$ cat config.mk
export PLATFORM = sky130hd
export DESIGN_NAME = tick_ctrl
export DESIGN_NICKNAME = d
export VERILOG_FILES = /design/src/rtl/tick_ctrl_pkg.sv /design/src/rtl/tick_counter.sv /design/src/rtl/tick_ctrl.sv
export SDC_FILE = /design/constraint.sdc
export NUM_CORES = 1
export LEC_CHECK = 0
export ABC_AREA = 1
export BUFFER_PORTS_ARGS = -buffer_cell sky130_fd_sc_hd__buf_4
export CAP_MARGIN = 15
export CORE_MARGIN = 5
export CORE_UTILIZATION = 52
export CTS_CLUSTER_SIZE = 25
export DETAILED_ROUTE_END_ITERATION = 7
export PLACE_DENSITY_LB_ADDON = 0.15
export SKIP_LAST_GASP = 1
export SYNTH_ARGS = -nofsm -noshare
export SYNTH_HDL_FRONTEND = slang
export SYNTH_SLANG_ARGS = --single-unit
$ cat constraint.sdc
create_clock -name clk -period 1.4 [get_ports clk]
set_input_delay 0.07 -clock clk [delete_from_list [all_inputs] [get_ports clk]]
set_output_delay 0.07 -clock clk [all_outputs]
set_load 0.005 [all_outputs]
$ cat src/rtl/tick_ctrl_pkg.sv
// Shared definitions for the tick_ctrl programmable tick generator.
package tick_ctrl_pkg;

  typedef enum logic [1:0] {
    IDLE = 2'd0,
    RUN  = 2'd1,
    DONE = 2'd2
  } tick_state_e;

  localparam int unsigned DEF_DIV   = 32'd9;
  localparam int unsigned DEF_BURST = 32'd0;

endpackage

$ cat src/rtl/tick_counter.sv
// Divide counter for tick_ctrl: counts 0..term and strobes wrap on the terminal count.
module tick_counter #(
  parameter int CNT_W = 16
) (
  input  logic             clk,
  input  logic             reset,
  input  logic             clear,
  input  logic             enable,
  input  logic [CNT_W-1:0] term,
  output logic             wrap
);

  logic [CNT_W-1:0] cnt_r;

  assign wrap = enable && (cnt_r == term);

  // Count state; clear wins over enable so a stop leaves the counter at zero.
  always_ff @(posedge clk or negedge reset) begin
    if (!reset) begin
      cnt_r <= '0;
    end else if (clear) begin
      cnt_r <= '0;
    end else if (enable) begin
      cnt_r <= wrap ? '0 : cnt_r + CNT_W'(1);
    end
  end

endmodule

$ cat src/rtl/tick_ctrl.sv
// Programmable tick generator with burst/continuous modes and config handshake.
// Optional square-wave output sq_out is built when TICK_CTRL_SQUARE_EN is defined.
module tick_ctrl
  import tick_ctrl_pkg::*;
#(
  parameter int CNT_W   = 16,
  parameter int BURST_W = 8
) (
  input  logic               clk,
  input  logic               reset,
  input  logic               cfg_valid,
  output logic               cfg_ready,
  input  logic [CNT_W-1:0]   cfg_div,
  input  logic [BURST_W-1:0] cfg_burst,
  input  logic               start,
  input  logic               stop,
  output logic               tick,
  output logic               busy,
  output logic               done,
  output logic [BURST_W-1:0] tick_cnt
`ifdef TICK_CTRL_SQUARE_EN
  ,
  output logic               sq_out
`endif
);

  localparam logic [1:0] ST_IDLE = IDLE;
  localparam logic [1:0] ST_RUN  = RUN;
  localparam logic [1:0] ST_DONE = DONE;

  logic [1:0]         state_r;
  logic [1:0]         state_nxt_s;
  logic [CNT_W-1:0]   div_r;
  logic [BURST_W-1:0] burst_r;
  logic [BURST_W-1:0] tick_cnt_r;
  logic               tick_r;
  logic               done_r;
  logic               busy_r;
  logic               cfg_ready_r;
  logic               idle_s;
  logic               run_s;
  logic               cfg_take_s;
  logic               finish_s;
  logic               cnt_clear_s;
  logic               cnt_en_s;
  logic               wrap_s;

  assign idle_s      = (state_r == ST_IDLE);
  assign run_s       = (state_r == ST_RUN);
  assign cfg_take_s  = cfg_valid && cfg_ready_r;
  // The cycle showing the final burst tick ends the run; no further tick may start.
  assign finish_s    = tick_r && (burst_r != '0) && (tick_cnt_r == burst_r);
  assign cnt_clear_s = !run_s || stop;
  assign cnt_en_s    = run_s && !stop && !finish_s;

  tick_counter #(
    .CNT_W(CNT_W)
  ) u_counter (
    .clk   (clk),
    .reset (reset),
    .clear (cnt_clear_s),
    .enable(cnt_en_s),
    .term  (div_r),
    .wrap  (wrap_s)
  );

  // Next-state decode; stop outranks burst completion.
  always_comb begin
    state_nxt_s = state_r;
    case (state_r)
      ST_IDLE: begin
        if (start) state_nxt_s = ST_RUN;
        else       state_nxt_s = ST_IDLE;
      end
      ST_RUN: begin
        if (stop)          state_nxt_s = ST_IDLE;
        else if (finish_s) state_nxt_s = ST_DONE;
        else               state_nxt_s = ST_RUN;
      end
      ST_DONE: state_nxt_s = ST_IDLE;
      default: state_nxt_s = ST_IDLE;
    endcase
  end

  // FSM, status flags and latched configuration.
  always_ff @(posedge clk or negedge reset) begin
    if (!reset) begin
      state_r     <= ST_IDLE;
      div_r       <= CNT_W'(DEF_DIV);
      burst_r     <= BURST_W'(DEF_BURST);
      tick_r      <= 1'b0;
      done_r      <= 1'b0;
      busy_r      <= 1'b0;
      cfg_ready_r <= 1'b1;
    end else begin
      state_r     <= state_nxt_s;
      tick_r      <= wrap_s;
      done_r      <= (state_nxt_s == ST_DONE);
      busy_r      <= (state_nxt_s == ST_RUN);
      cfg_ready_r <= (state_nxt_s == ST_IDLE);
      if (cfg_take_s) begin
        div_r   <= cfg_div;
        burst_r <= cfg_burst;
      end
    end
  end

  // Ticks issued in the current run; held across stop, cleared on a new start.
  always_ff @(posedge clk or negedge reset) begin
    if (!reset) begin
      tick_cnt_r <= '0;
    end else if (idle_s && start) begin
      tick_cnt_r <= '0;
    end else if (wrap_s) begin
      tick_cnt_r <= tick_cnt_r + BURST_W'(1);
    end
  end

`ifdef TICK_CTRL_SQUARE_EN
  logic sq_r;

  // Toggles on each tick so the period is two tick periods.
  always_ff @(posedge clk or negedge reset) begin
    if (!reset) begin
      sq_r <= 1'b0;
    end else if (wrap_s) begin
      sq_r <= !sq_r;
    end
  end

  assign sq_out = sq_r;
`endif

  assign cfg_ready = cfg_ready_r;
  assign tick      = tick_r;
  assign busy      = busy_r;
  assign done      = done_r;
  assign tick_cnt  = tick_cnt_r;

endmodule

; After elaboration in Yosys (flattened, before gate mapping)
; Cells that the tools add are included.
[totals]
out_inout_bits = 12
wordCells = 41
regBits = 54
inputBits = 29
[op_classes]
eq_ne = 5
n_addsub = 2
n_reduce_logical = 16
n_mux = 9
[ops]
columns = operator, count
row1 = $mux 16, 3
row2 = $add 16x1->16 const B, 1
row3 = $eq 16x16->1, 1
row4 = $mux 8, 2
row5 = $add 8x1->8 const B, 1
row6 = $eq 8x8->1, 1
row7 = $reduce_bool 8->1, 1
row8 = $logic_and 1x1->1, 7
row9 = $eq 2x1->1 const B, 2
row10 = $logic_not 2->1, 2
row11 = $mux 2, 2
row12 = $pmux 2 s2, 1
row13 = $reduce_bool 2->1, 2
row14 = $logic_not 1->1, 3
row15 = $eq 2x2->1 const B, 1
row16 = $logic_or 1x1->1, 1
row17 = $mux 1, 1

; Longest topological paths before layout
[depth]
ltp_word = 9
depth_mapped = 11
mapped_depth_nobuf = 11

; Modules after synthesis
; From an unflattened synthesis, not the netlist that was laid out.
[unflattened]
hier_cells = 423
area_unflattened_um2 = 3128.0
[modules_own_cells]
columns = mod, area_per_inst_um2, seq_area_each_um2, cells_per_inst, n_inst
row1 = tick_ctrl, 1759.2, 954.7, 196, 1
row2 = tick_counter, 1368.8, 400.4, 227, 1

; Least setup slack after synthesis
; Ideal clock, no wire load.
[synth_path]
kind = register -> register
start = reg div_r[0]
end = reg u_counter.cnt_r[0]
path_stages_with_launch = 10
path_buffers = 1
slack_ns = -0.095
setup_ns = 0.123
t_arrival_ns = 1.372
period_less_slack_ns = 1.495
required_time_ns = 1.277
cell_sequence = dfstp_2 > xnor2_1 > nand2_1 > nor2_1 > nand2_2 > nor2_8 > inv_4 > nand2_4 > buf_8 > o21ai_2
[synth_via]
elab_chain_cells = 5
[synth_rtl]
columns = item, line_no
row1 = start: declaration, tick_ctrl.sv:33  ; logic [CNT_W-1:0] div_r;
row2 = start signal: assignment, tick_ctrl.sv:89  ; div_r <= CNT_W'(DEF_DIV);
row3 = start signal: assignment, tick_ctrl.sv:102  ; div_r <= cfg_div;
row4 = $eq 16x16->1, tick_counter.sv:15  ; assign wrap = enable && (cnt_r == term);
row5 = $logic_and 1x1->1, tick_counter.sv:15
row6 = $mux 16, tick_counter.sv:24  ; cnt_r <= wrap ? '0 : cnt_r + CNT_W'(1);
row7 = $mux 16, tick_counter.sv:23  ; end else if (enable) begin
row8 = $mux 16, tick_counter.sv:21  ; end else if (clear) begin
row9 = end signal: assignment, tick_counter.sv:24
row10 = end: declaration, tick_counter.sv:13  ; logic [CNT_W-1:0] cnt_r;
; Every way passes these cells. The select of a mux whose other input is x is not followed.
; A chain may end at the register's enable or synchronous reset.

; Worst setup path in the final report
[layout_path]
start = reg div_r[3]
end = reg u_counter.cnt_r[11]
; The elaborated chain is that of the path after synthesis.

==> metrics.log <==
[metrics] Reg2Reg Launch Point: div_r[3]$_DFFE_PN1P_
[metrics] first-pass GRT wire length: 12.17 mm
[metrics] maximum clock frequency: 647.4 MHz
[metrics] placed cell areas: 0.003842 sq mm
[metrics] arrival time worst endpoint: 1750 ps
[metrics] share of synthesized registers carrying an async set or reset: 100.0%
[metrics] number of antenna violations at the first check in global routing: 0
[metrics] unique cell type count in the Yosys netlist: 33
[metrics] DRC marker count from the first detailed-route iteration: 153
[metrics] worst-case reg-to-reg path depth: 9
[metrics] Peak supply drop: 562.8 uV
[metrics] hold-critical path endpoint: div_r[0]$_DFFE_PN1P_
[metrics] unrepaired setup endpoints after global routing: true
[metrics] Worst Tran Pin Value: 696.2 ps
[metrics] Clock Root Buffer: clkbuf_8
[metrics] GRT Residual Overflow: 0
[metrics] worst slack at placement: -196.1 ps
[metrics] area of the core: 0.005574 sq mm
[metrics] register clock-pin slew on the reported worst setup and hold paths: 90 ps
[metrics] net count after synthesis: 362
[metrics] WP data required: 1600 ps
[metrics] Post-layout nets: 490
[metrics] final worst-path cycle share: 110.3%
[metrics] die span in y: 86.10 microns
[metrics] CTS Sinks: 54
[metrics] count of mapped cells out of synthesis: 331
[metrics] area fraction of the dominant cell type after synthesis: 42.38%
[metrics] Inserted Clock Buffers: 5
[metrics] Antenna Cells: 0
[metrics] Final Routed Wirelength: 7.197 mm
[metrics] sequential share of the synthesized area: 44.99%
[metrics] class of the worst hold path: in -> reg
[metrics] worst clock skew: 10.26 ps
[metrics] most frequent cells in the layout: buf_4 (103), nand2_1 (66), dfrtp_1 (51)
[metrics] Hold Path Origin: cfg_div[0]
[metrics] # IOs: 41
[metrics] Period minus WS final: 1545 ps
[metrics] Post-DP HPWL: 5.045 mm
[metrics] count of buffers inserted at the top-level ports: 40
[metrics] maximum number of pins on one net before global-route repair: 55
[metrics] DIE AREA: 0.007413 sq mm
[metrics] max-cap violation count: 0
[metrics] Most used DFF post-synth: dfrtp_1
[metrics] CTS tree: built
[metrics] final core utilization: 78.27%
[metrics] relative area change from synthesis to final layout: 44.87%
[metrics] Min Hold Slack: 5.189 ps
[metrics] startpoint type of the worst setup path: flip-flop
[metrics] leading area contributor after synthesis: dfrtp_1
[metrics] slack of the worst reg-to-reg path: -140 ps
[metrics] Avg Inst Size Synth: 9.099 sq um
[metrics] number of failing hold endpoints at the final stage: 0
[metrics] number of enable flip-flop cells after synthesis: 0
[metrics] Final WS setup: -144.7 ps
[metrics] detailed-route wire length per cell: 13.55 microns
[metrics] CTS H-Tree Depth: 2
[metrics] run status: finished with violations
[metrics] number of cells traversed by the worst hold path: 2
[metrics] Chip Width: 86.10 microns
[metrics] maximum clock insertion buffer count: 2
[metrics] number of storage elements in the synthesis netlist: 54
[metrics] Finish-stage setup viols: 25
[metrics] biggest area contributors in the synthesized netlist: dfrtp_1 (42%), nand2_1 (8.8%), mux2_2 (6.0%)
[metrics] Placer Congestion: 0.7926
[metrics] end of the worst register-to-register path: u_counter.cnt_r[11]$_DFFE_PN0P_
[metrics] vias after detailed routing: 2621
[metrics] via count of the first global-routing pass: 2705
[metrics] post-layout instance area: 0.004363 sq mm
[metrics] remaining number of nets flagged by the antenna check after routing: 0
[metrics] drt drc: 0
[metrics] Cell Area, Synth: 0.003012 sq mm
[metrics] total iterations of the first detailed-routing run: 4
[metrics] maximum fanout along the worst path: 4
[metrics] violated checks: setup timing
[metrics] initial core utilization: 54.03%
[metrics] Rows: 27
[metrics] clock latency at the later pin of the worst-skew pair: 300 ps
[metrics] most common cell after layout, fill and taps aside: buf_4
[metrics] static leakage: 2.170 nW
[metrics] count of synthesis-stage warnings from yosys: 0
[metrics] max_slew headroom: 53.59%
[metrics] max-slew violation count: 0
[metrics] all-layer global routing usage: 20.41%
[metrics] cell area power density: 806.3 mW/mm^2
[metrics] vias per inst: 4.936
[metrics] classification of the worst setup path: reg -> reg
[metrics] Crit. End Element: flip-flop
[metrics] layout cells sized above 1: 45.53%
## how the worst max path moves through the flow
stage / startpoint / cells past startpoint / to
global route: tick_cnt[5]$_DFFE_PN0P_ / 11 / tick_cnt[4]$_DFFE_PN0P_
floorplan: div_r[3]$_DFFE_PN1P_ / 9 / u_counter.cnt_r[0]$_DFFE_PN0P_
global placement: div_r[3]$_DFFE_PN1P_ / 8 / u_counter.cnt_r[5]$_DFFE_PN0P_
detailed placement: u_counter.cnt_r[13]$_DFFE_PN0P_ / 8 / u_counter.cnt_r[5]$_DFFE_PN0P_
finish: div_r[3]$_DFFE_PN1P_ / 9 / u_counter.cnt_r[11]$_DFFE_PN0P_
CTS: div_r[3]$_DFFE_PN1P_ / 9 / u_counter.cnt_r[11]$_DFFE_PN0P_
## synth_stat cells (all sizes together) (7+ instances only)
cell    n
a21oi  10
buf     7
dfrtp  51
inv    35
mux2   16
nand2  86
nand3  21
nand4  12
nor2   33
nor3    7
o21ai  13
xnor2  20
xor2   11
## kinds of logic after synthesis
| group | after synthesis | synth area share, % |
|---|---|---|
| AOI/OAI and AO/OA | 25 | 5.650 |
| xor gates and xnor gates | 31 | 9.015 |
| adders and majority gates | 2 | 0.8308 |
| buffers and inverters | 44 | 6.979 |
| DFF | 54 | 44.99 |
| muxes | 16 | 5.982 |
| and+or+nand+nor | 159 | 26.55 |
## layer usage
| metal | vias up | routed length (microns) | global-route usage, % | part of all wire [%] |
|---|---|---|---|---|
| met5 | - | 0 | 0 | 0 |
| met4 | 0 | 96 | 6.331 | 1.3 |
| met3 | 11 | 317 | 4.419 | 4.4 |
| met2 | 67 | 3443 | 33.22 | 48 |
| met1 | 1229 | 3340 | 27.12 | 46 |
| li1 | 1314 | - | - | - |
## worst max-delay path, stage by stage, from the launching register on
cell and delay (ps):
dfstp_2 560, xnor2_2 100, nand2_1 80, nor2_1 110
nand2_2 100, nor2_8 170, inv_6 70, buf_6 120
nand4_1 70, nand2_1 60
## cell type report
type,instances,area (sq um)
sequential,54,1355
timing repair buffer,129,1080
tap,72,90.09
multi-input combinational,233,1622
inverter,36,140.1
fill,378,1211
clock buffer,7,76.32
## power breakdown
part           internal [W]  total, W  switching [W]  leakage, nW
logic              0.000445  0.000823       0.000378         1.45
registers           0.00174   0.00186       0.000124        0.683
clock network      0.000346  0.000830       0.000484       0.0383
total               0.00253   0.00352       0.000986         2.17
## flip-flops by register name (all words and copies together), names as in the netlist
register	cells
burst_r	8
busy	1
cfg_ready	1
div_r	16
done	1
state_r	2
tick	1
tick_cnt	8
u_counter.cnt_r	16
## what timing repair did
item,CTS,global route
pin swaps,19,18
gates resized for setup,24,24
buffers inserted,7,3
setup endpoints to repair,27,28
endpoints found under the hold margin,64,3
hold buffers,14,3
## metrics by stage
step / total power (W) / instances / setup TNS (ps)
2_1_floorplan: 0.002316 / 331 / -928.5
3_3_place_gp: 0.002577 / 497 / -2524
3_5_place_dp: 0.002618 / 497 / -3435
4_1_cts: 0.003512 / 525 / -2776
5_1_grt: 0.003702 / 531 / -5187
6_report: 0.003518 / 531 / -2628
(Power assumes the default switching activity.)
